$ cat config.mk
export PLATFORM = sky130hd
export DESIGN_NAME = mem_port_ctrl
export DESIGN_NICKNAME = d
export VERILOG_FILES = /design/src/rtl/mem_port_ctrl.sv
export SDC_FILE = /design/constraint.sdc
export NUM_CORES = 1
export LEC_CHECK = 0
export BUFFER_PORTS_ARGS = -buffer_cell sky130_fd_sc_hd__buf_4
export CELL_PAD_IN_SITES_DETAIL_PLACEMENT = 1
export CELL_PAD_IN_SITES_GLOBAL_PLACEMENT = 2
export CORE_UTILIZATION = 31
export DETAILED_ROUTE_END_ITERATION = 7
export PLACE_DENSITY_LB_ADDON = 0.1
export SLEW_MARGIN = 20
export SYNTH_ARGS = -nofsm -noshare
export SYNTH_HDL_FRONTEND = slang
export SYNTH_SLANG_ARGS = --single-unit
export TNS_END_PERCENT = 1
$ cat constraint.sdc
create_clock -name clk -period 3.2 [get_ports clk]
set_clock_uncertainty 0.05 [all_clocks]
set_input_delay 0.16 -clock clk [delete_from_list [all_inputs] [get_ports clk]]
set_output_delay 0.16 -clock clk [all_outputs]
set_load 0.05 [all_outputs]
$ cat src/rtl/mem_port_ctrl.sv
// Byte-serial memory port: serves instruction fetches and 1/2/4-byte loads/stores
// over one byte-wide synchronous RAM. Optional build macro: IO_STALL_EN.
module mem_port_ctrl #(
  parameter int                ADDR_W  = 32,
  parameter int                DATA_W  = 32,
  parameter logic [ADDR_W-1:0] IO_ADDR = ADDR_W'(32'h30000)
) (
  input  logic              clk,
  input  logic              rst,
  input  logic              rdy,
  input  logic              inst_read_enable,
  input  logic [ADDR_W-1:0] inst_addr,
  output logic [DATA_W-1:0] inst,
  output logic [ADDR_W-1:0] inst_addr_o,
  output logic              inst_done,
  input  logic              data_req,
  input  logic              data_we,
  input  logic [ADDR_W-1:0] data_addr,
  input  logic [1:0]        data_size,
  input  logic [DATA_W-1:0] data_wdata,
  output logic [DATA_W-1:0] data_rdata,
  output logic              data_done,
  input  logic [7:0]        mem_din,
  output logic [7:0]        mem_dout,
  output logic [ADDR_W-1:0] mem_a,
  output logic              mem_wr,
  input  logic              io_buffer_full
);

  typedef enum logic [1:0] {S_IDLE, S_READ, S_WRITE} state_t;

  state_t            r_state, w_state_n;
  logic [2:0]        r_cnt, w_cnt_n;
  logic [2:0]        r_len, w_len_n, w_req_len;
  logic [1:0]        w_cap_sel;
  logic [ADDR_W-1:0] r_addr, w_addr_n;
  logic [ADDR_W-1:0] r_hold_a, w_live_a;
  logic [ADDR_W-1:0] r_inst_addr, w_inst_addr_n;
  logic [DATA_W-1:0] r_wdata, w_wdata_n;
  logic [DATA_W-1:0] r_buf, w_buf_n;
  logic [DATA_W-1:0] r_inst, w_inst_n;
  logic [DATA_W-1:0] r_rdata, w_rdata_n;
  logic              r_fetch, w_fetch_n;
  logic              r_inst_done, w_inst_done_n;
  logic              r_data_done, w_data_done_n;
  logic              w_issuing, w_store_ok, w_io_hold;

  always_comb begin
    unique case (data_size)
      2'b00:   w_req_len = 3'd1;
      2'b01:   w_req_len = 3'd2;
      default: w_req_len = 3'd4;
    endcase
  end

  // READ issues addresses for cnt < len; the cnt == len cycle only captures the last byte.
  assign w_issuing = (r_state == S_WRITE) || ((r_state == S_READ) && (r_cnt != r_len));
  assign w_live_a  = w_issuing ? r_addr + ADDR_W'(r_cnt) : '0;
  assign w_cap_sel = r_cnt[1:0] - 2'd1;

`ifdef IO_STALL_EN
  assign w_store_ok = !(data_we && (data_addr >= IO_ADDR) && io_buffer_full);
  assign w_io_hold  = (r_state == S_WRITE) && (w_live_a >= IO_ADDR) && io_buffer_full;
`else
  logic w_unused_io;
  assign w_unused_io = io_buffer_full;
  assign w_store_ok  = 1'b1;
  assign w_io_hold   = 1'b0;
`endif

  // While stalled the RAM keeps seeing the last issued address, so the byte
  // captured on resume is the one that was in flight when rdy dropped.
  assign mem_a    = rdy ? w_live_a : r_hold_a;
  assign mem_wr   = rdy && (r_state == S_WRITE) && !w_io_hold;
  assign mem_dout = (r_state == S_WRITE) ? r_wdata[{r_cnt[1:0], 3'b000} +: 8] : 8'h00;

  assign inst        = r_inst;
  assign inst_addr_o = r_inst_addr;
  assign inst_done   = r_inst_done;
  assign data_rdata  = r_rdata;
  assign data_done   = r_data_done;

  always_comb begin
    // NOTE: every next-state variable gets a default first so no path can infer a latch.
    w_state_n     = r_state;
    w_cnt_n       = r_cnt;
    w_len_n       = r_len;
    w_addr_n      = r_addr;
    w_wdata_n     = r_wdata;
    w_fetch_n     = r_fetch;
    w_buf_n       = r_buf;
    w_inst_n      = r_inst;
    w_inst_addr_n = r_inst_addr;
    w_rdata_n     = r_rdata;
    w_inst_done_n = 1'b0;
    w_data_done_n = 1'b0;

    unique case (r_state)
      S_IDLE: begin
        if (data_req && w_store_ok) begin
          w_state_n = data_we ? S_WRITE : S_READ;
          w_cnt_n   = 3'd0;
          w_len_n   = w_req_len;
          w_addr_n  = data_addr;
          w_wdata_n = data_wdata;
          w_fetch_n = 1'b0;
          w_buf_n   = '0;
        end else if (inst_read_enable) begin
          w_state_n = S_READ;
          w_cnt_n   = 3'd0;
          w_len_n   = 3'd4;
          w_addr_n  = inst_addr;
          w_fetch_n = 1'b1;
          w_buf_n   = '0;
        end
      end

      S_READ: begin
        if (r_cnt != 3'd0) begin
          w_buf_n[{w_cap_sel, 3'b000} +: 8] = mem_din;
        end
        if (r_cnt == r_len) begin
          w_state_n = S_IDLE;
          if (r_fetch) begin
            w_inst_n      = w_buf_n;
            w_inst_addr_n = r_addr;
            w_inst_done_n = 1'b1;
          end else begin
            w_rdata_n     = w_buf_n;
            w_data_done_n = 1'b1;
          end
        end else begin
          w_cnt_n = r_cnt + 3'd1;
        end
      end

      S_WRITE: begin
        if (!w_io_hold) begin
          if (r_cnt == r_len - 3'd1) begin
            w_state_n     = S_IDLE;
            w_data_done_n = 1'b1;
          end else begin
            w_cnt_n = r_cnt + 3'd1;
          end
        end
      end

      default: w_state_n = S_IDLE;
    endcase
  end

  // NOTE: state registers take non-blocking assignments so every flop samples pre-edge values.
  always_ff @(posedge clk) begin
    if (rst) begin
      r_state     <= S_IDLE;
      r_cnt       <= '0;
      r_len       <= '0;
      r_addr      <= '0;
      r_wdata     <= '0;
      r_fetch     <= 1'b0;
      r_buf       <= '0;
      r_hold_a    <= '0;
      r_inst      <= '0;
      r_inst_addr <= '0;
      r_rdata     <= '0;
      r_inst_done <= 1'b0;
      r_data_done <= 1'b0;
    end else if (rdy) begin
      r_state     <= w_state_n;
      r_cnt       <= w_cnt_n;
      r_len       <= w_len_n;
      r_addr      <= w_addr_n;
      r_wdata     <= w_wdata_n;
      r_fetch     <= w_fetch_n;
      r_buf       <= w_buf_n;
      r_hold_a    <= w_live_a;
      r_inst      <= w_inst_n;
      r_inst_addr <= w_inst_addr_n;
      r_rdata     <= w_rdata_n;
      r_inst_done <= w_inst_done_n;
      r_data_done <= w_data_done_n;
    end
  end

endmodule

==> impl_metrics.json, run 1 <==
{
  "grt_antenna_before_repair": 0,
  "synth.top_cell.area_share_pct": 45.0,
  "pin_count_of_the_biggest_net_entering_global_routing": 135,
  "seq_power_share_pct": 42.0,
  "critical_path_peak_fanout": 5,
  "grt_pass1_vias": 9852,
  "cts_tree": "built",
  "syn_nets": 1343,
  "hold_class": "in2reg",
  "grtUsageTotal_pct": 20.0,
  "cts_root_buf": "sky130_fd_sc_hd__clkbuf_16",
  "critical_path.max_stage_delay_ns": 0.57,
  "clock_insertion_delay_at_the_later_pin_of_the_skew_report_ns": 0.54,
  "fp.dieArea_um2": 34500,
  "die_height_um": 186,
  "hold_viol": 0,
  "worst_slew_margin_rel_pct": 30.9,
  "vias_per_cell": 4.98,
  "shortest_clock_period_the_worst_path_allows_after_layout_ns": 3.13,
  "total_leakage_power_nw": 5.78,
  "p_clk_share_pct": 45.3,
  "synth_top_cell_by_area": "sky130_fd_sc_hd__dfxtp_1",
  "detailroute.via_count": 9896,
  "drive_gt1_share_pct": 24.8,
  "final-seq-area_um2": 4710,
  "post_synth_inst_count": 1216,
  "total_switching_power_w": 0.00189,
  "post_synth_instance_area_um2": 10500,
  "synth.ff_latch_count": 235,
  "top_level_ports": 252,
  "postPlaceCellArea_um2": 12700,
  "final-max-slew-violation-count": 0,
  "reg2reg_slack_ns": 0.48,
  "multi_input_area_um2": 5340,
  "clkSlewWorstSetupHoldPaths_ns": 0.06,
  "drt_pre_antenna_iters": 4,
  "antenna_violating_nets_post_route": 0,
  "critPathRequiredTime_ns": 2.99,
  "wire_per_inst_um": 17.6,
  "power_report.internal_total_w": 0.00554,
  "port_buffers": 250,
  "synth.yosys.seq_area_share_pct": 45.0,
  "max_freq_mhz": 319,
  "finalWeightedCongestion": 0.748,
  "clock_path_buffers": 3,
  "netlist-cell-type-count": 64,
  "grt_setup_unrepaired": "true",
  "layout.core_utilization_pct": 45.1,
  "remaining_drc_errors": 0,
  "p_total_w": 0.00743,
  "first_iter_violations": 431,
  "grt_remaining_overflow": 0,
  "yosys_warnings": 0,
  "areaGrowthSynthToFinish_pct": 41.9,
  "synth_async_sr_flop_share_pct": 0,
  "setup-violations-final": 0,
  "floorplan.core_area_um2": 32900,
  "status": "finished clean",
  "number_of_sinks_handled_by_clock_tree_synthesis": 235,
  "power_density_nw_per_um2": 501,
  "cts_made_buffers": 28,
  "worst-endpoint-arrival_ns": 2.92,
  "cap_violations": 0,
  "initial_utilization_pct": 31.8,
  "synth_enable_flop_cells": 0,
  "finish.cell_count_without_fillers": 1989,
  "yosys-top-cells-area": "sky130_fd_sc_hd__dfxtp_1 45%, sky130_fd_sc_hd__nand2_1 6.7%, sky130_fd_sc_hd__a211oi_1 4.9%",
  "switching_power_as_a_share_of_total_power_pct": 25.4,
  "cts.htree.levels": 1,
  "yosys_most_used_dff": "sky130_fd_sc_hd__dfxtp_1",
  "detail_route.wirelength_um": 35000,
  "crit_path_cell_trace": "ha_4 -> inv_2 -> fa_2 -> and2b_2 -> o2111ai_4 -> or4_1 -> and3_4 -> a21oi_4 -> buf_6",
  "chipWidth_um": 186,
  "hpwlAfterDp_um": 22900,
  "finalHoldWorstSlack_ns": 0.0219,
  "critical_path.startpoint_type": "flip-flop",
  "wire_length_of_the_first_global_routing_pass_um": 54600,
  "worst-slew-pin-transition_ns": 1.04,
  "synthesis.area_per_instance_um2": 8.60,
  "dp.cells": 1834,
  "power.ir.vdd_worst_v": 0.000345,
  "comb_power_share_pct": 12.7,
  "antenna-diode-count": 0,
  "fin_nets": 1653,
  "cp-end-kind": "primary output",
  "filler_cells_inserted": 3897,
  "timing_worst_setup_path_type": "reg2out",
  "finalInstanceArea_um2": 14800,
  "timing.critical_path.slowest_stage_cell": "sky130_fd_sc_hd__or4_1",
  "layout_worst_path_cycle_share_pct": 97.9,
  "site_rows": 66
}
## cell families after synthesis
family                     synth area share (%)
and+or+nand+nor                            21.0
AOI/OAI and AO/OA                          19.6
DFF                                        45.0
adders and majority gates                  1.75
buffers and inverters                      4.92
xor gates and xnor gates                   1.90
muxes                                      5.87
## power groups by stage
stage               combinational, W  clock [W]  sequential [W]
detailed placement          0.000833          0         0.00319
finish                      0.000942    0.00337         0.00313
global route                 0.00102    0.00358         0.00314
floorplan                   0.000466          0         0.00322
CTS                         0.000945    0.00346         0.00312
global placement            0.000819          0         0.00318
## final timing paths
check	cells past startpoint	endpoint	startpoint
hold / removal	3	r_addr[30]$_SDFFE_PP0P_	inst_addr[30]
hold reg to reg	2	r_wdata[19]$_SDFFE_PP0P_	r_wdata[19]$_SDFFE_PP0P_
setup / recovery	9	mem_a[22]	r_addr[0]$_SDFFE_PP0P_
setup reg to reg	8	r_buf[1]$_SDFFE_PP0P_	r_cnt[0]$_SDFFE_PP0P_
## through the flow
| stage | setup WS, ns | TNS, ns |
|---|---|---|
| after detailed placement | 0.370 | 0 |
| final | 0.0684 | 0 |
| after floorplan | -0.147 | -0.147 |
| after CTS | -0.0000759 | -0.0000759 |
| after global placement | 0.359 | 0 |
| after global routing | -0.0488 | -0.0488 |
## state kept, by name (all words and copies together) (netlist names)
signal and cells:
data_done 1, inst_done 1, r_state 2, r_len 3, r_addr 32, r_hold_a 32
inst 32, r_fetch 1, r_cnt 3, r_wdata 32, data_rdata 32, r_buf 32
inst_addr_o 32
## what timing repair did
item,4_1_cts,5_1_grt
hold buffers,99,0
hold endpoints to repair,72,0
setup buffers,3,2
endpoints found under the setup margin,6,9
pin swaps,2,5
gates resized for setup,12,8
## Yosys cell counts, types with 3 or more instances
cell and count:
sky130_fd_sc_hd__o31a_1 8, sky130_fd_sc_hd__nand3_1 50, sky130_fd_sc_hd__mux2i_1 41, sky130_fd_sc_hd__nand3b_1 3, sky130_fd_sc_hd__inv_1 13, sky130_fd_sc_hd__nand2_1 186, sky130_fd_sc_hd__nor2_1 134, sky130_fd_sc_hd__a211oi_1 68
sky130_fd_sc_hd__nor3_1 25, sky130_fd_sc_hd__a211oi_2 16, sky130_fd_sc_hd__ha_1 13, sky130_fd_sc_hd__nand2b_1 3, sky130_fd_sc_hd__o211ai_1 4, sky130_fd_sc_hd__o22ai_1 3, sky130_fd_sc_hd__mux4_2 8, sky130_fd_sc_hd__a31oi_1 4
sky130_fd_sc_hd__o21ai_0 27, sky130_fd_sc_hd__nand4_1 5, sky130_fd_sc_hd__and2_1 9, sky130_fd_sc_hd__and3_1 6, sky130_fd_sc_hd__a22o_1 18, sky130_fd_sc_hd__xor2_1 7, sky130_fd_sc_hd__buf_1 8, sky130_fd_sc_hd__o21a_1 9
sky130_fd_sc_hd__buf_2 25, sky130_fd_sc_hd__or4_1 3, sky130_fd_sc_hd__nor2b_1 29, sky130_fd_sc_hd__xnor2_1 13, sky130_fd_sc_hd__nor4_1 10, sky130_fd_sc_hd__clkbuf_1 63, sky130_fd_sc_hd__a22oi_1 25, sky130_fd_sc_hd__o31ai_1 3
sky130_fd_sc_hd__buf_4 5, sky130_fd_sc_hd__and4_1 9, sky130_fd_sc_hd__dfxtp_1 235, sky130_fd_sc_hd__a21oi_1 92
## area by class of cell
type | count | share of cell area, %
multi-input cells | 862 | 36.0
inverters | 14 | 0.354
clock inverters | 9 | 0.996
repair buffers | 385 | 21.6
flip-flops and latches | 235 | 31.8
well taps | 442 | 3.73
clock buffers | 42 | 5.63
## worst max-delay path, delay by kind of cell (launching register included)
family	cells	cell delay [ns]
buf+inv	2	0.22
flops	1	0.37
simple gates	3	1.03
fa+ha+maj	2	0.48
compound gates	2	0.28
## per-layer routing
metal  part of all wire [%]  vias up  global-route usage, %
li1                       -     4901                      -
met2                     44      217                   31.4
met5                      0        -                      0
met1                     49     4742                   28.7
met3                    4.9       36                   3.27
met4                    1.5        0                   3.77
## cell usage in the layout, fill, tap and decap left out, types with 29 or more instances in the layout
cell and instances:
sky130_fd_sc_hd__a21oi_1 91, sky130_fd_sc_hd__buf_4 279, sky130_fd_sc_hd__nor2b_1 29, sky130_fd_sc_hd__dlygate4sd3_1 99
sky130_fd_sc_hd__nor2_1 133, sky130_fd_sc_hd__nand2_1 186, sky130_fd_sc_hd__dfxtp_1 233, sky130_fd_sc_hd__a211oi_1 67
sky130_fd_sc_hd__clkbuf_16 29, sky130_fd_sc_hd__mux2i_1 41, sky130_fd_sc_hd__nand3_1 48
(Power assumes the default switching activity.)
==> run 2, diff against run 1 <==
--- a/config.mk
+++ b/config.mk
@@ -8,6 +8,8 @@
 export BUFFER_PORTS_ARGS = -buffer_cell sky130_fd_sc_hd__buf_4
 export CELL_PAD_IN_SITES_DETAIL_PLACEMENT = 1
 export CELL_PAD_IN_SITES_GLOBAL_PLACEMENT = 2
+export CORE_ASPECT_RATIO = 1.25
+export CORE_MARGIN = 10
 export CORE_UTILIZATION = 31
 export DETAILED_ROUTE_END_ITERATION = 7
 export PLACE_DENSITY_LB_ADDON = 0.1
==> run 2 against run 1 <==
Global-route usage shrank 2.7 points. Die area grew 20%. Sequential share of layout area grew 0.33 points. First-iteration DRC count shrank 6.5%. Register-to-register slack gained 0.02 ns. Critical path depth grew 1. Worst setup slack lost 0.062 ns. Sequential cell count is the same. Count of clock-buffer cells in the layout shrank 1.
==> impl_metrics.json, run 2 (synthesis gave the netlist of run 1 again) <==
{
  "cts.htree.levels": 1,
  "wire_per_inst_um": 18.8,
  "chipWidth_um": 184,
  "number_of_sinks_handled_by_clock_tree_synthesis": 235,
  "filler_cells_inserted": 3858,
  "detail_route.wirelength_um": 36900,
  "cts_made_buffers": 27,
  "postPlaceCellArea_um2": 12700,
  "die_height_um": 225,
  "site_rows": 75,
  "clkSlewWorstSetupHoldPaths_ns": 0.06,
  "cap_violations": 0,
  "floorplan.core_area_um2": 33400,
  "worst-endpoint-arrival_ns": 2.98,
  "hold_class": "in2reg",
  "worst-slew-pin-transition_ns": 1.06,
  "shortest_clock_period_the_worst_path_allows_after_layout_ns": 3.19,
  "hold_viol": 0,
  "antenna_violating_nets_post_route": 0,
  "grtUsageTotal_pct": 17.3,
  "max_freq_mhz": 313,
  "layout_commonest_cell": "sky130_fd_sc_hd__buf_4",
  "initial_utilization_pct": 31.3,
  "total_leakage_power_nw": 5.70,
  "detailroute.via_count": 9937,
  "worst_slew_margin_rel_pct": 29.1,
  "cts_tree": "built",
  "status": "finished clean",
  "grt.busiest_layer": "met2",
  "pin_count_of_the_biggest_net_entering_global_routing": 144,
  "hpwlAfterDp_um": 25400,
  "layout.core_utilization_pct": 43.9,
  "top_level_ports": 252,
  "power_report.internal_total_w": 0.00518,
  "timing_worst_setup_path_type": "reg2out",
  "switching_power_as_a_share_of_total_power_pct": 26.6,
  "power_density_nw_per_um2": 481,
  "power.ir.vdd_worst_v": 0.000306,
  "drive_gt1_share_pct": 25.0,
  "first_iter_violations": 403,
  "fp.dieArea_um2": 41500,
  "clock_insertion_delay_at_the_later_pin_of_the_skew_report_ns": 0.54,
  "cp-end-kind": "primary output",
  "grt_util_met2_pct": 30.2,
  "wire_length_of_the_first_global_routing_pass_um": 58200,
  "most-common-layout-cells": "279 x sky130_fd_sc_hd__buf_4, 230 x sky130_fd_sc_hd__dfxtp_1, 186 x sky130_fd_sc_hd__nand2_1",
  "cts_root_buf": "sky130_fd_sc_hd__clkbuf_16",
  "grt_pass1_vias": 10400,
  "met1_usage_pct": 20.3,
  "port_buffers": 250,
  "seq_power_share_pct": 44.4,
  "clock_path_buffers": 3,
  "remaining_drc_errors": 0,
  "setup-violations-final": 0,
  "drt_pre_antenna_iters": 4,
  "critical_path_peak_fanout": 5,
  "grt_setup_unrepaired": "true",
  "vias_per_cell": 5.05,
  "global_route.usage.met3_pct": 4.77,
  "grt_remaining_overflow": 0,
  "critPathRequiredTime_ns": 2.99,
  "layout_worst_path_cycle_share_pct": 99.8,
  "finalWeightedCongestion": 0.777,
  "total_switching_power_w": 0.00188,
  "critical_path.startpoint_type": "flip-flop",
  "comb_power_share_pct": 13.3,
  "fin_nets": 1653,
  "finalInstanceArea_um2": 14700,
  "final-max-slew-violation-count": 0,
  "areaGrowthSynthToFinish_pct": 40.5,
  "p_clk_share_pct": 42.4,
  "grt_antenna_before_repair": 2
}
-- run 2: changes by cell type in the layout (fill, tap and decap cells not counted), sizes merged --
cell,change
clkbuf,-1
clkinv,+1
clkinvlp,-1
dlygate4sd3,-1
o2111ai,+1
buf,+1
diode,+2
bufinv,-3
-- run 2: metal layers --
metal	part of all wire, %	vias up	wire (um)
met5	0	-	0
met4	1.8	0	655
met3	6.2	39	2310
met2	50	195	18300
met1	42	4786	15600
li1	-	4917	-
-- run 2: worst paths after layout --
kind	depth (start not counted)	start	slack, ns	endpoint
max	10	r_addr[0]$_SDFFE_PP0P_	0.006	mem_a[26]
min	3	inst_addr[19]	0.02	r_addr[19]$_SDFFE_PP0P_
max reg2reg	6	r_cnt[0]$_SDFFE_PP0P_	0.50	inst_addr_o[10]$_SDFFE_PP0P_
min reg2reg	2	inst_addr_o[29]$_SDFFE_PP0P_	0.40	inst_addr_o[29]$_SDFFE_PP0P_
-- run 2: what timing repair did --
item,CTS,global route
setup buffers,3,3
endpoints found under the setup margin,14,17
hold buffers,98,0
cloned,0,1
pin swaps,2,4
hold endpoints to repair,71,0
gates resized for setup,12,16
-- run 2: power by group through the flow --
stage	Sequential, W	Combinational (W)	Clock, W
detailed placement	0.00319	0.000830	0
global placement	0.00319	0.000821	0
finish	0.00313	0.000938	0.00299
floorplan	0.00322	0.000466	0
global route	0.00314	0.00103	0.00320
CTS	0.00313	0.000943	0.00308
-- run 2: final cells by class --
class	instances	area, um2	share of cell area [%]
diodes	2	5.00	0.0341
repair buffers	385	3190	21.7
clock inverters	6	58.8	0.401
clock buffers	41	778	5.30
well taps	423	529	3.60
multi-input cells	863	5360	36.5
inverters	14	52.6	0.358
flip-flops and latches	235	4710	32.1
-- run 2: critical path, cell delays in order, from the launching register on --
cell and delay [ns]:
sky130_fd_sc_hd__dfxtp_2 0.35, sky130_fd_sc_hd__ha_4 0.14, sky130_fd_sc_hd__inv_2 0.03, sky130_fd_sc_hd__fa_2 0.34, sky130_fd_sc_hd__and2b_2 0.29, sky130_fd_sc_hd__buf_6 0.13, sky130_fd_sc_hd__o211ai_1 0.10, sky130_fd_sc_hd__nor4_2 0.44
sky130_fd_sc_hd__xnor2_1 0.19, sky130_fd_sc_hd__a211oi_2 0.23, sky130_fd_sc_hd__buf_6 0.20
-- run 2: stage by stage --
step / power [W] / hold slack [ns] / TNS [ns] / setup WS (ns) / cells
2_1_floorplan: 0.00369 / 0.246 / -0.147 / -0.147 / 1216
6_report: 0.00706 / 0.0209 / 0 / 0.00645 / 1969
4_1_cts: 0.00715 / 0.00127 / -0.00841 / -0.00445 / 1963
5_1_grt: 0.00737 / 0.0426 / -0.236 / -0.0735 / 1969
3_5_place_dp: 0.00402 / 0.368 / 0 / 0.341 / 1815
3_3_place_gp: 0.00401 / 0.361 / 0 / 0.345 / 1815
